$ cat src/rtl/rgmii_rx.sv
// rtl/rgmii_rx.sv - RGMII receive MAC: preamble/SFD detect, header parse, dest filter,
// payload streaming with FCS stripped through a 5-byte delay line, and FCS/length/PHY status.
module rgmii_rx #(
  parameter logic [47:0] MAC_ADDR    = 48'h0,
  parameter bit          PROMISCUOUS = 1'b0,
  parameter int          MAX_FRAME   = 1518
) (
  input  logic        clk,
  input  logic        rst,
  input  logic [3:0]  rxd_lo,
  input  logic [3:0]  rxd_hi,
  input  logic        rx_dv,
  input  logic        rx_ctl_fall,
  output logic        payload_valid,
  output logic [7:0]  payload_data,
  output logic        payload_last,
  output logic        frame_done,
  output logic        frame_ok,
  output logic        err_crc,
  output logic        err_len,
  output logic        err_phy,
  output logic [47:0] mac_dest,
  output logic [47:0] mac_src,
  output logic [15:0] ethertype
);

  typedef enum logic [2:0] {S_DROP, S_IDLE, S_PRE, S_HDR, S_PAY} state_t;

  localparam logic [31:0] CRC_RESIDUE = 32'hC704DD7B;
  localparam logic [15:0] MAX_LEN     = 16'(MAX_FRAME);
  localparam logic [15:0] MIN_LEN     = 16'd64;

  // MSB-first register fed with data bits LSB first, matching Ethernet wire order.
  function automatic logic [31:0] crc32_step(input logic [31:0] c, input logic [7:0] d);
    logic [31:0] r;
    r = c;
    for (int i = 0; i < 8; i++) begin
      if (r[31] ^ d[i]) r = {r[30:0], 1'b0} ^ 32'h04C11DB7;
      else              r = {r[30:0], 1'b0};
    end
    return r;
  endfunction

  state_t      state;
  logic [15:0] byte_cnt;
  logic [31:0] crc;
  logic [47:0] dest_sh;
  logic [47:0] src_sh;
  logic [7:0]  type_sh;
  logic [39:0] dline;
  logic [2:0]  dl_cnt;
  logic        phy_err;
  logic        over;

  logic [7:0]  rx_byte;
  logic        rx_er;
  logic [15:0] cnt_inc;
  logic [47:0] dest_next;
  logic        dest_hit;
  logic        too_long;
  logic        crc_bad;
  logic        len_bad;

  assign rx_byte   = {rxd_hi, rxd_lo};
  assign rx_er     = rx_dv ^ rx_ctl_fall;
  assign cnt_inc   = (byte_cnt == 16'hFFFF) ? byte_cnt : byte_cnt + 16'd1;
  assign dest_next = {dest_sh[39:0], rx_byte};
  assign dest_hit  = (dest_next == MAC_ADDR) || (dest_next == 48'hFFFF_FFFF_FFFF) || PROMISCUOUS;
  assign too_long  = cnt_inc > MAX_LEN;
  assign crc_bad   = crc != CRC_RESIDUE;
  assign len_bad   = (byte_cnt < MIN_LEN) || over;

  always_ff @(posedge clk or negedge rst) begin
    if (!rst) begin
      state         <= S_DROP;
      byte_cnt      <= '0;
      crc           <= '1;
      dest_sh       <= '0;
      src_sh        <= '0;
      type_sh       <= '0;
      dline         <= '0;
      dl_cnt        <= '0;
      phy_err       <= 1'b0;
      over          <= 1'b0;
      payload_valid <= 1'b0;
      payload_data  <= '0;
      payload_last  <= 1'b0;
      frame_done    <= 1'b0;
      frame_ok      <= 1'b0;
      err_crc       <= 1'b0;
      err_len       <= 1'b0;
      err_phy       <= 1'b0;
      mac_dest      <= '0;
      mac_src       <= '0;
      ethertype     <= '0;
    end else begin
      payload_valid <= 1'b0;
      payload_last  <= 1'b0;
      frame_done    <= 1'b0;
      frame_ok      <= 1'b0;
      err_crc       <= 1'b0;
      err_len       <= 1'b0;
      err_phy       <= 1'b0;
      case (state)
        S_DROP: begin
          if (!rx_dv) state <= S_IDLE;
        end
        S_IDLE: begin
          if (rx_dv) state <= (rx_byte == 8'h55) ? S_PRE : S_DROP;
        end
        S_PRE: begin
          if (!rx_dv) begin
            state <= S_DROP;
          end else if (rx_byte == 8'hD5) begin
            state    <= S_HDR;
            byte_cnt <= '0;
            crc      <= '1;
            dl_cnt   <= '0;
            phy_err  <= 1'b0;
            over     <= 1'b0;
          end else if (rx_byte != 8'h55) begin
            state <= S_DROP;
          end
        end
        S_HDR, S_PAY: begin
          if (!rx_dv) begin
            frame_done <= 1'b1;
            err_crc    <= crc_bad;
            err_len    <= len_bad;
            err_phy    <= phy_err;
            frame_ok   <= !(crc_bad || len_bad || phy_err);
            // The oldest of five buffered bytes is the last payload byte; the other four are FCS.
            if (state == S_PAY && dl_cnt == 3'd5 && !over) begin
              payload_valid <= 1'b1;
              payload_last  <= 1'b1;
              payload_data  <= dline[39:32];
            end
            state <= S_IDLE;
          end else begin
            byte_cnt <= cnt_inc;
            if (rx_er) phy_err <= 1'b1;
            if (too_long) begin
              over <= 1'b1;
            end else begin
              crc <= crc32_step(crc, rx_byte);
              if (state == S_HDR) begin
                if (byte_cnt < 16'd6)       dest_sh <= dest_next;
                else if (byte_cnt < 16'd12) src_sh  <= {src_sh[39:0], rx_byte};
                else                        type_sh <= rx_byte;
                if (byte_cnt == 16'd5 && !dest_hit) state <= S_DROP;
                if (byte_cnt == 16'd13) begin
                  mac_dest  <= dest_sh;
                  mac_src   <= src_sh;
                  ethertype <= {type_sh, rx_byte};
                  state     <= S_PAY;
                end
              end else begin
                if (dl_cnt == 3'd5) begin
                  payload_valid <= 1'b1;
                  payload_data  <= dline[39:32];
                end else begin
                  dl_cnt <= dl_cnt + 3'd1;
                end
                dline <= {dline[31:0], rx_byte};
              end
            end
          end
        end
        default: state <= S_DROP;
      endcase
    end
  end

endmodule

$ cat config.mk
export PLATFORM = sky130hd
export DESIGN_NAME = rgmii_rx
export DESIGN_NICKNAME = d
export VERILOG_FILES = /design/src/rtl/rgmii_rx.sv
export SDC_FILE = /design/constraint.sdc
export NUM_CORES = 1
export LEC_CHECK = 0
export ABC_CLOCK_PERIOD_IN_PS = 7900
export BUFFER_PORTS_ARGS = -buffer_cell sky130_fd_sc_hd__buf_2
export CAP_MARGIN = 20
export CORE_MARGIN = 5
export CORE_UTILIZATION = 45
export DETAILED_ROUTE_END_ITERATION = 10
export GPL_ROUTABILITY_DRIVEN = 0
export GPL_TIMING_DRIVEN = 0
export SYNTH_ARGS = -nofsm -noshare
export SYNTH_HDL_FRONTEND = slang
export SYNTH_SLANG_ARGS = --single-unit
$ cat constraint.sdc
create_clock -name clk -period 7.9 [get_ports clk]
set_input_delay 1.58 -clock clk [delete_from_list [all_inputs] [get_ports clk]]
set_output_delay 1.58 -clock clk [all_outputs]
set_load 0.01 [all_outputs]
==> metrics.txt <==
status=complete, no violations; Final Slew Violations=0; unrepaired setup endpoints after global routing=false; synthesized netlist cell count=1049; clock share of power=0.462; synthesized area per cell=13.61 um^2; Post-synth EDFFs=0; ANT cells=0; DRC=0; switching power of the nets=0.8451 mW; Max Clock Skew=0.01904 ns; Worst EP arrival=4.68 ns; Slew @ Worst Pin=0.9993 ns; maximum VDD drop=0.0001572 V; Critical Path RT=8.33 ns; Synth cell types=66; number of buffers created by CTS=37; Final Hold Fails=0; die height=188.1 um; row count=65; worst path bufs/invs=3; mapped cell area=0.01427 mm^2; achievable clock frequency=235.3 MHz; Worst setup EP type=flop; vias per cell=5.352; CP max FO=10; Final Cell Area=0.01678 mm^2; critical path launch point type=input pin; final global-route overflow total=0; DRT antenna net count=0; Crit-path slowest cell=nor3b_2; vias in the first global route=9198; largest net degree at the start of global routing=106; Critical Path, Cell by Cell=clkbuf_1 > nand4_1 > or4_1 > nor3b_2 > a31o_1 > buf_4 > buf_6 > mux2_4; Synth async-reset ratio=1.000; Clock Latency Late Sink=0.51 ns; P_leak=8.500 nW; Initial Util=0.4535; post-detail-place hpwl=22.10 mm; Post-Syn Nets=1065; CTS Buffer Depth=3; synth warn=0; slowest stage delay, CP=0.63 ns; CTS H-tree lvls=2; Max Cap Viol=0; CP top delay family=simple AND/OR/NAND/NOR gates; post-CTS resize count=0; prevailing post-synth register cell=dfrtp_1; routed vias=8836; DR pass1 iterations=7; synth-to-layout area growth=17.60%; Setup Crit Path Kind=input pin to flop; # clock sinks=327; Sw Ratio=0.2240; final WL=31.43 mm; Clk Tree Root Cell=clkbuf_16; count of final setup violators=0; initial antenna violation count=0; r2r setup slk=4.14 ns; fraction of layout instances using a drive strength above 1=0.4043; Comb pwr share=0.080; die width=188.1 um; P_int=2.927 mW; 1st-iter DRT viols=427; IO Pins=139; Max-slew headroom=0.3290; Hold Crit Class=flop to flop; Wirelength per Cell=19.03 um; Die Area=0.03538 mm^2; Yosys reg bits=327; Tot GR Track Use=0.1790; # port buffers=133; hold_buf cts=0; instance area after placement=0.01553 mm^2; Core Area=0.03147 mm^2; TritonCTS clock tree=built; first-pass GRT wire length=51.78 mm; Fillers=2725; part of the Yosys area used for sequential elements=0.5761; Final Core Density=0.5333; # Post-CTS Setup Buffers=0; Seq pwr share=0.458; final net count=1240; Tmin final=4.250 ns; Final Cycle Share=0.5379; Worst-path clk slew=0.06 ns; Pwr Density=224.7 mW/mm^2
-- state kept, by name, indices dropped and copies added, names as in the netlist, 3 cells and up --
register      cells
ethertype        16
state             3
dline            40
payload_data      8
type_sh           8
mac_src          48
dl_cnt            3
byte_cnt         16
src_sh           48
dest_sh          48
mac_dest         48
crc              32
-- area by class of cell --
class / instances / area [um^2] / share of cell area
inverter: 13 / 48.80 / 0.002907
sequential: 327 / 8223 / 0.4899
timing repair buffer: 136 / 758.2 / 0.04517
clock buffer: 55 / 1095 / 0.06523
clock inverter: 9 / 156.4 / 0.009318
multi-input combinational: 656 / 5762 / 0.3433
buffer: 53 / 239.0 / 0.01424
tap: 402 / 503.0 / 0.02997
-- layer usage --
layer | vias up | part of all wire | global-route usage
li1 | 4100 | - | -
met1 | 4520 | 0.47 | 0.2593
met2 | 172 | 0.47 | 0.2832
met3 | 44 | 0.043 | 0.03369
met4 | 0 | 0.018 | 0.03868
met5 | - | 0 | 0
-- cell families after synthesis --
kind of cell,after synthesis,synth area share
DFF,327,0.5761
and+or+nand+nor,210,0.08346
muxes,299,0.2363
xor gates and xnor gates,74,0.04743
buffers and inverters,66,0.02016
adders and majority gates,4,0.003507
AOI/OAI and AO/OA,69,0.03305
-- synthesized netlist by cell type, types with 3 or more instances --
master	number	area [um^2]
ha_1	4	50.05
or3_1	4	25.02
mux2_4	8	120.1
nand4_1	24	150.1
nand3_1	20	100.1
o21ai_0	23	115.1
nand3_2	3	30.03
nand4b_1	3	26.28
or4_1	4	30.03
nor4_1	25	156.4
nor2_1	36	135.1
dfrtp_1	295	7382
buf_2	22	110.1
mux2_2	232	2613
and3_1	6	37.54
nand2_1	43	161.4
clkbuf_1	26	97.59
a21oi_1	14	70.07
inv_1	13	48.80
mux2_1	39	439.2
xor2_1	17	148.9
xnor2_1	55	481.7
nand2b_1	3	18.77
dfstp_2	32	840.8
mux2i_1	20	200.2
o31ai_1	6	45.04
and2_1	7	43.79
nor3_1	11	55.05
-- placed cells by master (no fill, tap or decap), types with 23 or more instances in the layout --
cell type | synthesis | final
dfrtp_1 | 295 | 295
mux2_2 | 232 | 232
buf_2 | 22 | 154
xnor2_1 | 55 | 55
nand2_1 | 43 | 43
mux2_1 | 39 | 39
clkbuf_16 | 0 | 38
nor2_1 | 36 | 36
clkbuf_1 | 26 | 35
dfstp_2 | 32 | 32
nor4_1 | 25 | 25
nand4_1 | 24 | 24
o21ai_0 | 23 | 23
-- per-stage QoR --
step                hold slack (ns)  std cells  setup WS, ns  total power [mW]  setup TNS (ns)
floorplan                    0.4512       1049         4.110             1.970               0
global placement             0.4628       1584        -1.082             2.056         -311.34
detailed placement           0.4711       1587         3.090             2.060               0
CTS                          0.4834       1651         3.629             3.822               0
global route                 0.4990       1651         3.514             3.930               0
finish                       0.4776       1651         3.650             3.772               0
-- power groups by stage --
stage | clock [mW] | sequential [mW] | combinational [mW]
2_1_floorplan | 0 | 1.75 | 0.220
3_3_place_gp | 0 | 1.76 | 0.297
3_5_place_dp | 0 | 1.76 | 0.302
4_1_cts | 1.79 | 1.73 | 0.304
5_1_grt | 1.86 | 1.73 | 0.335
6_report | 1.74 | 1.73 | 0.300
-- worst paths after layout --
kind | startpoint | to | cells past startpoint
min reg2reg | dline[9] | dline[17] | 1
min in group asynchronous | rst | payload_valid | 1
max in group asynchronous | rst | mac_dest[25] | 3
max | rxd_lo[0] | crc[28] | 8
min | dline[9] | dline[17] | 1
max reg2reg | byte_cnt[1] | type_sh[5] | 8
No activity file was read; power rests on OpenSTA's default activity.
